--- config.mk ---
export PLATFORM = sky130hd
export DESIGN_NAME = div_ctrl
export DESIGN_NICKNAME = d
export VERILOG_FILES = /design/src/rtl/div_ctrl.sv
export SDC_FILE = /design/constraint.sdc
export NUM_CORES = 1
export LEC_CHECK = 0
export CORE_MARGIN = 2
export CORE_UTILIZATION = 39
export CTS_CLUSTER_SIZE = 25
export DETAILED_ROUTE_END_ITERATION = 12
export PLACE_DENSITY = 0.58
export SLEW_MARGIN = 0
export SYNTH_ARGS = -nofsm -noshare
export SYNTH_HDL_FRONTEND = slang
export SYNTH_SLANG_ARGS = --single-unit
--- constraint.sdc ---
create_clock -name clk -period 8.96 [get_ports clk]
set_clock_uncertainty 0.15 [all_clocks]
set_input_delay 1.344 -clock clk [delete_from_list [all_inputs] [get_ports clk]]
set_output_delay 1.344 -clock clk [all_outputs]
set_load 0.03 [all_outputs]
--- src/rtl/div_ctrl.sv ---
// -----------------------------------------------------------------------------
// div_ctrl
// Multi-cycle controller for the RISC-V M-extension divide group
// (DIV, DIVU, REM, REMU). It sits beside EX, freezes the upstream pipeline
// while a divide is in flight, runs a radix-2 restoring division (one
// quotient bit per cycle, MSB first), applies sign correction and returns
// the rd write data with a one-cycle done pulse. Divide-by-zero and signed
// overflow are resolved at accept time without iterating.
//
// Ports
//   clk         rising-edge clock
//   rstn        synchronous reset, active-high (1 = reset)
//   start_i     EX holds a divide instruction (level, held while stalled)
//   kill_i      pipeline flush, aborts the current or requested operation
//   funct3_i    100 DIV, 101 DIVU, 110 REM, 111 REMU
//   dividend_i  rs1 operand
//   divisor_i   rs2 operand
//   rd_addr_i   destination register of the instruction in EX
//   stall_o     hold IF/ID/EX
//   busy_o      controller is not idle
//   done_o      one-cycle result-valid pulse
//   result_o    quotient or remainder, held until the next done or reset
//   rd_addr_o   destination register latched at accept
//   regs_wen_o  register-file write enable, identical to done_o
// -----------------------------------------------------------------------------
module div_ctrl #(
   parameter int XLEN  = 32,
   parameter int CNT_W = 5
) (
   input  logic            clk,
   input  logic            rstn,
   input  logic            start_i,
   input  logic            kill_i,
   input  logic [2:0]      funct3_i,
   input  logic [XLEN-1:0] dividend_i,
   input  logic [XLEN-1:0] divisor_i,
   input  logic [4:0]      rd_addr_i,
   output logic            stall_o,
   output logic            busy_o,
   output logic            done_o,
   output logic [XLEN-1:0] result_o,
   output logic [4:0]      rd_addr_o,
   output logic            regs_wen_o
);

   typedef enum logic [1:0] {
      ST_IDLE = 2'd0,
      ST_CALC = 2'd1,
      ST_END  = 2'd2
   } state_t;

   localparam logic [XLEN-1:0]  ZERO     = {XLEN{1'b0}};
   localparam logic [XLEN-1:0]  ONES     = {XLEN{1'b1}};
   localparam logic [XLEN-1:0]  MIN_NEG  = {1'b1, {(XLEN-1){1'b0}}};
   localparam logic [CNT_W-1:0] CNT_ZERO = {CNT_W{1'b0}};
   localparam logic [CNT_W-1:0] CNT_ONE  = {{(CNT_W-1){1'b0}}, 1'b1};
   localparam logic [CNT_W-1:0] CNT_LAST = CNT_W'(XLEN - 1);

   // Two's-complement negation used for operand magnitudes and sign fix-up.
   function automatic logic [XLEN-1:0] negate(input logic [XLEN-1:0] x);
      return (~x) + {{(XLEN-1){1'b0}}, 1'b1};
   endfunction

   state_t            state;
   state_t            state_nxt;
   logic [CNT_W-1:0]  cnt;
   logic [2:0]        funct3;
   logic [4:0]        rd_lat;
   logic [XLEN-1:0]   quo;       // dividend bits shift out, quotient bits shift in
   logic [XLEN-1:0]   rem;       // partial remainder, always < divisor
   logic [XLEN-1:0]   dvs;       // divisor magnitude
   logic              quo_neg;
   logic              rem_neg;
   logic              special;
   logic [XLEN-1:0]   spec_res;
   logic              done;
   logic [XLEN-1:0]   result;
   logic [4:0]        rd_out;

   logic              signed_op;
   logic              div_zero;
   logic              overflow;
   logic              accept;
   logic [XLEN-1:0]   dvd_abs;
   logic [XLEN-1:0]   dvs_abs;
   logic [XLEN:0]     trial;
   logic [XLEN:0]     diff;
   logic              ge;
   logic [XLEN-1:0]   rem_nxt;
   logic [XLEN-1:0]   fin_quo;
   logic [XLEN-1:0]   fin_rem;
   logic [XLEN-1:0]   fin_res;

   // Operand decode, accept qualification and the iteration datapath.
   always_comb begin
      signed_op = ~funct3_i[0];
      div_zero  = (divisor_i == ZERO);
      overflow  = signed_op & (dividend_i == MIN_NEG) & (divisor_i == ONES);
      // ~done keeps the still-held instruction from restarting in its completion cycle
      accept    = (state == ST_IDLE) & start_i & ~kill_i & ~done;

      if (signed_op & dividend_i[XLEN-1]) begin
         dvd_abs = negate(dividend_i);
      end else begin
         dvd_abs = dividend_i;
      end
      if (signed_op & divisor_i[XLEN-1]) begin
         dvs_abs = negate(divisor_i);
      end else begin
         dvs_abs = divisor_i;
      end

      // 33-bit trial subtract: no borrow out means trial >= divisor
      trial = {rem, quo[XLEN-1]};
      diff  = trial - {1'b0, dvs};
      ge    = ~diff[XLEN];
      if (ge) begin
         rem_nxt = diff[XLEN-1:0];
      end else begin
         rem_nxt = trial[XLEN-1:0];
      end

      if (quo_neg) begin
         fin_quo = negate(quo);
      end else begin
         fin_quo = quo;
      end
      if (rem_neg) begin
         fin_rem = negate(rem);
      end else begin
         fin_rem = rem;
      end

      // special-case results were fully formed at accept and skip sign fix-up
      if (special) begin
         fin_res = spec_res;
      end else if (funct3[1]) begin
         fin_res = fin_rem;
      end else begin
         fin_res = fin_quo;
      end
   end

   // State register.
   always_ff @(posedge clk) begin
      if (rstn) begin
         state <= ST_IDLE;
      end else begin
         state <= state_nxt;
      end
   end

   // Next-state logic; kill returns to IDLE from any busy state.
   always_comb begin
      state_nxt = state;
      case (state)
         ST_IDLE: begin
            if (accept) begin
               if (div_zero | overflow) begin
                  state_nxt = ST_END;
               end else begin
                  state_nxt = ST_CALC;
               end
            end else begin
               state_nxt = ST_IDLE;
            end
         end
         ST_CALC: begin
            if (kill_i) begin
               state_nxt = ST_IDLE;
            end else if (cnt == CNT_LAST) begin
               state_nxt = ST_END;
            end else begin
               state_nxt = ST_CALC;
            end
         end
         ST_END: begin
            state_nxt = ST_IDLE;
         end
         default: begin
            state_nxt = ST_IDLE;
         end
      endcase
   end

   // Operand latching, iteration registers and registered result/done.
   always_ff @(posedge clk) begin
      if (rstn) begin
         cnt      <= CNT_ZERO;
         funct3   <= 3'b000;
         rd_lat   <= 5'd0;
         quo      <= ZERO;
         rem      <= ZERO;
         dvs      <= ZERO;
         quo_neg  <= 1'b0;
         rem_neg  <= 1'b0;
         special  <= 1'b0;
         spec_res <= ZERO;
         done     <= 1'b0;
         result   <= ZERO;
         rd_out   <= 5'd0;
      end else begin
         done <= 1'b0;
         case (state)
            ST_IDLE: begin
               if (accept) begin
                  funct3   <= funct3_i;
                  rd_lat   <= rd_addr_i;
                  quo      <= dvd_abs;
                  dvs      <= dvs_abs;
                  rem      <= ZERO;
                  cnt      <= CNT_ZERO;
                  quo_neg  <= signed_op & (dividend_i[XLEN-1] ^ divisor_i[XLEN-1]);
                  rem_neg  <= signed_op & dividend_i[XLEN-1];
                  special  <= div_zero | overflow;
                  if (div_zero) begin
                     spec_res <= funct3_i[1] ? dividend_i : ONES;
                  end else begin
                     spec_res <= funct3_i[1] ? ZERO : MIN_NEG;
                  end
               end
            end
            ST_CALC: begin
               if (!kill_i) begin
                  rem <= rem_nxt;
                  quo <= {quo[XLEN-2:0], ge};
                  cnt <= cnt + CNT_ONE;
               end
            end
            ST_END: begin
               if (!kill_i) begin
                  result <= fin_res;
                  rd_out <= rd_lat;
                  done   <= 1'b1;
               end
            end
            default: begin
               done <= 1'b0;
            end
         endcase
      end
   end

   assign busy_o     = (state != ST_IDLE);
   // stall drops in the done cycle so EX takes result_o and moves on
   assign stall_o    = busy_o | (start_i & ~kill_i & ~done);
   assign done_o     = done;
   assign regs_wen_o = done;
   assign result_o   = result;
   assign rd_addr_o  = rd_out;

endmodule

==> metrics.yaml, run 1 <==
clk_latency_ns: 0.45
ys_ff_latch: 182
reg2reg_depth: 13
tns_ns: 0
synth_commonest_cells: "202 x nand2_1, 182 x dfxtp_1, 135 x nor2_1"
dieHeight_microns: 179
crit_path_end: "stall_o"
grt_pass1_wl_mm: 58.4
drc: 0
cp.arrival_ns: 3.17
drive_above_1_share: 0.0471
clk_pin_slew_ns: 0.07
slew-limit-headroom: 0.246
drtIter0Drc: 847
synth_fa_ha_area_frac: 0.0425
timing.rr.start: "quo[31]"
dr.pass1.iters: 5
period_share: 0.520
grt_max_degree: 74
post_synth_and_or_nand_nor_area_fraction: 0.218
outcome: "complete, no violations"
fillers: 3157
timing.final.ws_setup_ns: 4.30
crit_start: "kill_i"
dp_slack_ns: 4.12
cpMostUsedCell: "clkdlybuf4s50_1"
grt_pass1_vias: 10400
cts_buffers: 17
synthToLayoutAreaGrowth_pct: 16.3
cts_sinks: 182
routed-wl-met2_mm: 15.8
fmaxAchievable_ghz: 0.215
wl_met3_mm: 2.17
route.vias.total: 11400
numPortBuffers: 115
worstSetupPathType: "primary input to primary output"
htreeDepth: 4
irDropWorstVdd_mv: 0.135
slew_viol_final: 0
worstPathCellList: "clkdlybuf4s50_1 > or3b_2 > nand2b_1 > clkdlybuf4s50_1"
vias_per_cell: 5.61
postCtsHoldBufs: 0
period_minus_slack_ns: 4.66
synth.area.top_cells: "dfxtp_1 30%, nand2_1 6.3%, xnor2_1 6.0%, a21oi_1 5.5%, xor2_1 4.4%"
r2r_end: "rem[31]"
cts_setup_buffers: 0
post_cts_resized: 0
antenna_left: 0
synth_edf_count: 0
synth_top_area_frac: 0.304
rows: 64
dieArea_sq_um: 32100
synth_area_per_cell_sq_um: 7.59
rsz0062_at_grt: "false"
start_util: 0.393
cp.required_ns: 7.47
io_pins: 117
end_kind: "primary output"
cts_tree: "yes"
synthMuxAreaShare: 0.0276
hold_violations: 0
fin_hold_ws_ns: 0.295
synthArstFlopShare: 0
cp_max_fo: 6
synth.most_common_cell: "nand2_1"
highest_layer: "met4"
gp_congestion: 0.865
cp-start-kind: "primary input"
p_leak_nw: 5.06
clock_tree.buffer_depth: 2
rrSetupSlack_ns: 4.86
num-nets-final: 1739
seq_area_sq_um: 3640
dieWidth_microns: 179
synth.distinct_cells: 74
synth_top_family_by_area: "compound AO/OA/AOI/OAI gates"
yosysTopAreaCell: "dfxtp_1"
insertedDiodeCount: 0
grt_use_total: 0.235
wirelength_met1_mm: 19.1
synth_flop_cell: "dfxtp_1"
syn_nets: 1692
synth_xor_area_frac: 0.106
drv_cap: 0
grt-ovfl-total: 0
antenna_found_initial: 0
syn_inst: 1576
cts_root_buf: "clkbuf_16"
synth_compound_area_frac: 0.250
synth_area_sq_um: 12000
power.density_nw_per_um2: 144
fp.coreArea_sq_um: 30400
critical-path-max-stage-delay_ns: 0.66
ys_warn_count: 0
crit_slowest_cell: "clkdlybuf4s50_1"
final-setup-viol-count: 0
tightest_slew_ns: 1.13
hold_class: "register to register"
yosysSeqAreaShare: 0.304
dp_hpwl_mm: 28.1
multi_input_area_sq_um: 7730
wire_per_inst_microns: 18.5
finalWirelength_mm: 37.6
## report_power, final
| part | total (mW) | internal [mW] | switching, mW | leakage, nW |
|---|---|---|---|---|
| sequential | 0.856 | 0.830 | 0.0255 | 1.48 |
| combinational | 0.390 | 0.157 | 0.232 | 3.30 |
| clock | 0.762 | 0.401 | 0.361 | 0.279 |
| total | 2.01 | 1.39 | 0.619 | 5.06 |
## metrics by stage
| stage | instance area, sq um | std cells | total power [mW] | util |
|---|---|---|---|---|
| global route | 13900 | 2031 | 2.09 | 0.457 |
| CTS | 13900 | 2031 | 2.01 | 0.457 |
| global placement | 13300 | 2000 | 1.25 | 0.438 |
| finish | 13900 | 2031 | 2.01 | 0.457 |
| detailed placement | 13300 | 2000 | 1.26 | 0.438 |
| floorplan | 12000 | 1576 | 1.13 | - |
## cell type report
type                            instances  area share
Sequential cell                       182       0.262
Clock buffer                           19      0.0318
Multi-Input combinational cell       1238       0.556
Clock inverter                         12     0.00998
Timing Repair Buffer                  129      0.0901
Tap cell                              396      0.0356
Inverter                               55      0.0148
## logic make-up (layout without fill, tap and decap cells)
logic type / Yosys count / count (layout)
AOI/OAI and AO/OA: 469 / 469
xor gates and xnor gates: 143 / 143
adders and majority gates: 40 / 40
buffers and inverters: 156 / 215
DFF: 182 / 182
muxes: 33 / 33
and+or+nand+nor: 553 / 553
## cell usage in the layout (no fill, tap or decap), types with 38 or more instances in the layout
master           synthesis  layout
ha_1                    39      39
o21ai_1                 51      51
dfxtp_1                182     181
clkdlybuf4s50_1          0     114
xor2_1                  60      60
inv_1                   54      54
nor2_1                 135     130
a21oi_1                132     132
xnor2_1                 82      82
nand2_1                202     202
nor3_1                  44      44
o21ai_0                 59      59
nor2b_1                 38      38
a211oi_1                68      68
## critical path: cells and delay by family
family / cells / cell delay [ns]
buf+inv: 2 / 1.18
simple gates: 2 / 0.64
## how the worst min path moves through the flow
stage                            start      endpoint  cells past startpoint
after global routing      spec_res[15]  spec_res[15]                      2
after detailed placement   spec_res[3]   spec_res[3]                      2
after global placement     spec_res[3]   spec_res[3]                      2
after CTS                  spec_res[3]   spec_res[3]                      2
final                     spec_res[15]  spec_res[15]                      2
after floorplan           spec_res[15]  spec_res[15]                      2
## metal layers
metal / vias up / GRT usage
met2: 301 / 0.341
met4: 0 / 0.0528
li1: 5708 / -
met1: 5356 / 0.356
met5: - / 0
met3: 38 / 0.0433
## sequential cells by signal, indices dropped and copies added, names as in the netlist
| register | cells |
|---|---|
| quo | 32 |
| rem_neg | 1 |
| special | 1 |
| quo_neg | 1 |
| dvs | 32 |
| done_o | 1 |
| rd_addr_o | 5 |
| funct3 | 1 |
| cnt | 5 |
| rd_lat | 5 |
| result_o | 32 |
| spec_res | 32 |
| state | 2 |
| rem | 32 |
Power figures use the tool's default switching activity.
==> run 2, diff against run 1 <==
==> constraint.sdc (replaced) <==
create_clock -name clk -period 4.9 [get_ports clk]
set_clock_uncertainty 0.15 [all_clocks]
set_input_delay 0.735 -clock clk [delete_from_list [all_inputs] [get_ports clk]]
set_output_delay 0.735 -clock clk [all_outputs]
set_load 0.03 [all_outputs]
==> run 2 against run 1 <==
  * Critical path depth rose by 9
  * First-iteration DRC count rose by 20%
  * Register-to-register slack got worse by 3.9 ns
  * Final cell count barely moved
  * Power rose by 87%
  * Sequential share of layout area fell by 0.096 points
  * Hold slack improved by 0.0027 ns
  * Global-route usage rose by 0.064 points
  * Clock-buffer cell count fell by 1
  * Via count barely moved
  * Combinational power rose by 85%
  * Highest routed layer unchanged
==> metrics.yaml, run 2 (same netlist as run 1, synthesis figures left out) <==
worstSetupPathType: "register to register"
io_pins: 117
clk_pin_slew_ns: 0.07
place_area_sq_um: 13300
p_leak_nw: 5.09
post_cts_resized: 0
gp_congestion: 0.915
cts_buffers: 17
cp.required_ns: 5.04
critical-path-max-stage-delay_ns: 0.52
worstPathCellList: "inv_1 > ha_1 > fa_1 > nor2b_1 > o31a_1 > o22ai_1 > o21ai_2 > a41oi_2 > o31ai_4 > xor2_4 > buf_12 > mux2i_1 > o21ai_1"
drtIter0Drc: 1013
hold_violations: 0
grt_pass1_vias: 10500
tns_ns: 0
rows: 64
final-setup-viol-count: 0
grt_use_total: 0.236
cp-start-kind: "register"
grt_pass1_wl_mm: 58.4
hold_class: "register to register"
insertedDiodeCount: 0
dp_hpwl_mm: 28.5
vias_per_cell: 5.61
totalPowerFinal_mw: 3.75
drc: 0
finalInstanceArea_sq_um: 14000
outcome: "complete, no violations"
drv_cap: 0
critPathBufInv: 2
period_minus_slack_ns: 3.98
numPortBuffers: 115
synthToLayoutAreaGrowth_pct: 16.7
final_common_cell: "nand2_1"
fillers: 3075
crit_slowest_cell: "xor2_4"
cts_setup_buffers: 0
grt-ovfl-total: 0
cts_tree: "yes"
postCtsHoldBufs: 0
period_share: 0.812
clk_latency_ns: 0.44
utilization: 0.459
cts_root_buf: "clkbuf_16"
cp_top_family: "compound AO/OA/AOI/OAI gates"
slew-limit-headroom: 0.266
dr.pass1.iters: 5
antenna_found_initial: 1
cp.arrival_ns: 4.12
final_cell_mix: "202 x nand2_1, 181 x dfxtp_1, 132 x a21oi_1"
fmaxAchievable_ghz: 0.251
power.density_nw_per_um2: 269
rsz0062_at_grt: "false"
fp.coreArea_sq_um: 30400
start_util: 0.393
htreeDepth: 4
slew_viol_final: 0
dieWidth_microns: 179
num-nets-final: 1739
cts_sinks: 182
dieArea_sq_um: 32100
tightest_slew_ns: 1.10
grt_max_degree: 65
dieHeight_microns: 179
drive_above_1_share: 0.0483
clock_tree.buffer_depth: 2
route.vias.total: 11400
irDropWorstVdd_mv: 0.260
finalWirelength_mm: 37.5
antenna_left: 0
end_kind: "register"
wire_per_inst_microns: 18.5
cp_max_fo: 23
run 2: cell types whose count changed in the layout (fill, tap and decap cells not counted):
cell	change
buf_12	+1
buf_4	-1
bufinv_16	+1
clkbuf_1	-1
clkinv_2	+1
clkinvlp_4	-2
inv_8	+2
run 2: worst register-to-register path, cell delays in order, from the launching register on:
cell     delay, ns
dfxtp_1       0.31
inv_1         0.08
ha_1          0.24
fa_1          0.41
nor2b_1       0.19
o31a_1        0.24
o22ai_1       0.18
o21ai_2       0.30
a41oi_2       0.27
o31ai_4       0.38
xor2_4        0.53
buf_12        0.27
mux2i_1       0.24
o21ai_1       0.07
run 2: final cells by class:
cell class	count	area (sq um)	share of cell area
sequential	182	3640	0.261
clock inverter	14	181	0.0130
clock buffer	18	439	0.0314
tap	396	495	0.0355
timing repair buffer	129	1270	0.0907
multi-input combinational	1238	7730	0.554
inverter	55	206	0.0148
run 2: worst paths after layout:
| check | start | end | slack, ns | cells after the start |
|---|---|---|---|---|
| worst max-delay path | quo[31] | rem[14] | 0.92 | 13 |
| worst min-delay path | spec_res[16] | spec_res[16] | 0.30 | 2 |
| worst max register to register | quo[31] | rem[14] | 0.92 | 13 |
| worst min register to register | spec_res[16] | spec_res[16] | 0.30 | 2 |
run 2: where the power goes:
group	internal, mW	switching (mW)
clock	0.793	0.673
combinational	0.288	0.431
sequential	1.52	0.0487
run 2: layer usage:
metal / GRT usage / share of wire / vias up / wire, microns
met4: 0.0427 / 0.011 / 0 / 399
li1: - / - / 5698 / -
met2: 0.355 / 0.43 / 285 / 16200
met3: 0.0363 / 0.057 / 29 / 2130
met1: 0.355 / 0.50 / 5397 / 18800
met5: 0 / 0 / - / 0
run 2: metrics by stage:
stage          cells  setup WS (ns)  hold slack (ns)
2_1_floorplan   1576           1.60            0.272
3_3_place_gp    2000          0.759            0.285
3_5_place_dp    2000          0.778            0.289
4_1_cts         2032          0.897            0.300
5_1_grt         2032          0.628            0.316
6_report        2032          0.919            0.297
==> run 3, diff against run 2 <==
--- a/config.mk
+++ b/config.mk
@@ -9,7 +9,7 @@
 export CORE_UTILIZATION = 39
 export CTS_CLUSTER_SIZE = 25
 export DETAILED_ROUTE_END_ITERATION = 12
-export PLACE_DENSITY = 0.58
+export PLACE_DENSITY = 0.6
 export SLEW_MARGIN = 0
 export SYNTH_ARGS = -nofsm -noshare
 export SYNTH_HDL_FRONTEND = slang
==> constraint.sdc (replaced) <==
create_clock -name clk -period 3.5 [get_ports clk]
set_clock_uncertainty 0.15 [all_clocks]
set_input_delay 0.525 -clock clk [delete_from_list [all_inputs] [get_ports clk]]
set_output_delay 0.525 -clock clk [all_outputs]
set_load 0.03 [all_outputs]
==> run 3 against run 2 <==
  * Utilization grew 2.2 points
  * Global-route usage up 0.66 points
  * Clock-buffer cell count is 1 higher
  * Hold slack worse by 0.00082 ns
  * Design area increased by 4.7%
  * Final cell count is 3.8% higher
  * Via count rose by 3.8%
  * Critical endpoint is now rem[13]
==> metrics.yaml, run 3 (same netlist as run 1, synthesis figures left out) <==
outcome: "complete, no violations"
grt-ovfl-total: 0
clock_tree.buffer_depth: 2
antenna_left: 0
cp-start-kind: "register"
period_minus_slack_ns: 3.33
dieWidth_microns: 179
hold_class: "register to register"
finalInstanceArea_sq_um: 14600
htreeDepth: 4
tns_ns: 0
totalPowerFinal_mw: 5.25
vias_per_cell: 5.61
placedCellCount: 2073
cts_tree: "yes"
num-nets-final: 1816
start_util: 0.393
fp.coreArea_sq_um: 30400
critical-path-max-stage-delay_ns: 0.43
drive_above_1_share: 0.0917
grt_use_total: 0.242
hold_violations: 0
cp_max_fo: 8
dr.pass1.iters: 6
wire_per_inst_microns: 18.4
numPortBuffers: 115
synthToLayoutAreaGrowth_pct: 22.2
place_area_sq_um: 13900
drtIter0Drc: 872
antenna_found_initial: 0
final_common_cell: "nand2_1"
period_share: 0.953
final_cells: 2109
cts_sinks: 182
route.vias.total: 11800
fin_hold_ws_ns: 0.297
end_kind: "register"
clk_latency_ns: 0.44
irDropWorstVdd_mv: 0.335
final-setup-viol-count: 0
clk_pin_slew_ns: 0.08
cts_root_buf: "clkbuf_16"
tightest_slew_ns: 1.09
cp.arrival_ns: 3.47
p_leak_nw: 5.49
rrSetupSlack_ns: 0.17
crit_slowest_cell: "fa_1"
utilization: 0.480
rows: 64
drv_cap: 0
final_cell_mix: "202 x nand2_1, 181 x dfxtp_1, 132 x a21oi_1"
timing.final.ws_setup_ns: 0.165
power.density_nw_per_um2: 359
rsz0062_at_grt: "false"
slew_viol_final: 0
dieArea_sq_um: 32100
slew-limit-headroom: 0.274
cp.required_ns: 3.63
worstPathCellList: "inv_1 > ha_1 > fa_1 > nor2b_2 > o31a_1 > o22ai_2 > o21ai_2 > a41oi_4 > o31ai_4 > xor2_4 > buf_12 > clkbuf_16 > mux2i_1 > o21ai_1"
dieHeight_microns: 179
grt_max_degree: 63
grt_pass1_vias: 10900
gp_congestion: 0.932
io_pins: 117
drc: 0
finalWirelength_mm: 38.8
worstSetupPathType: "register to register"
fmaxAchievable_ghz: 0.300
dp_slack_ns: -0.115
grt_pass1_wl_mm: 60.1
dp_hpwl_mm: 29.7
cts_buffers: 17
insertedDiodeCount: 0
run 3: cell type report:
type	instances	area, sq um
multi-input combinational	1238	7750
fill	3041	15800
sequential	182	3640
timing repair buffer	206	1920
clock inverter	13	158
inverter	55	206
clock buffer	19	443
tap	396	495
run 3: critical path: cells and delay by family, from the launching register on:
family | cells | cell delay [ns]
AOI/OAI and AO/OA | 6 | 1.14
adders and majority gates | 2 | 0.65
buffers and inverters | 3 | 0.37
DFF | 1 | 0.31
xor gates and xnor gates | 1 | 0.20
muxes | 1 | 0.20
and+or+nand+nor | 1 | 0.15
run 3: path summary, 6_finish.rpt:
check                                  start           end  cells after the start
worst min-delay path            spec_res[12]  spec_res[12]                      2
worst max-delay path                 quo[31]       rem[13]                     14
worst max register to register       quo[31]       rem[13]                     14
worst min register to register  spec_res[12]  spec_res[12]                      2
run 3: power breakdown:
| group | leakage (nW) | internal, mW | total [mW] | switching, mW |
|---|---|---|---|---|
| clock network | 0.294 | 1.04 | 1.98 | 0.941 |
| logic | 3.72 | 0.453 | 1.07 | 0.621 |
| registers | 1.48 | 2.12 | 2.19 | 0.0660 |
run 3: per-layer routing:
layer | vias up | global-route usage | part of all wire
li1 | 5864 | - | -
met1 | 5612 | 0.367 | 0.50
met2 | 319 | 0.352 | 0.42
met3 | 43 | 0.0365 | 0.056
met4 | 0 | 0.0659 | 0.020
met5 | - | 0 | 0
run 3: timing repair:
item                                   4_1_cts  5_1_grt
setup buffers                                0        1
resized for setup                            0        3
hold buffers                                 0        0
setup endpoints to repair                    0       31
endpoints found under the hold margin        0        0
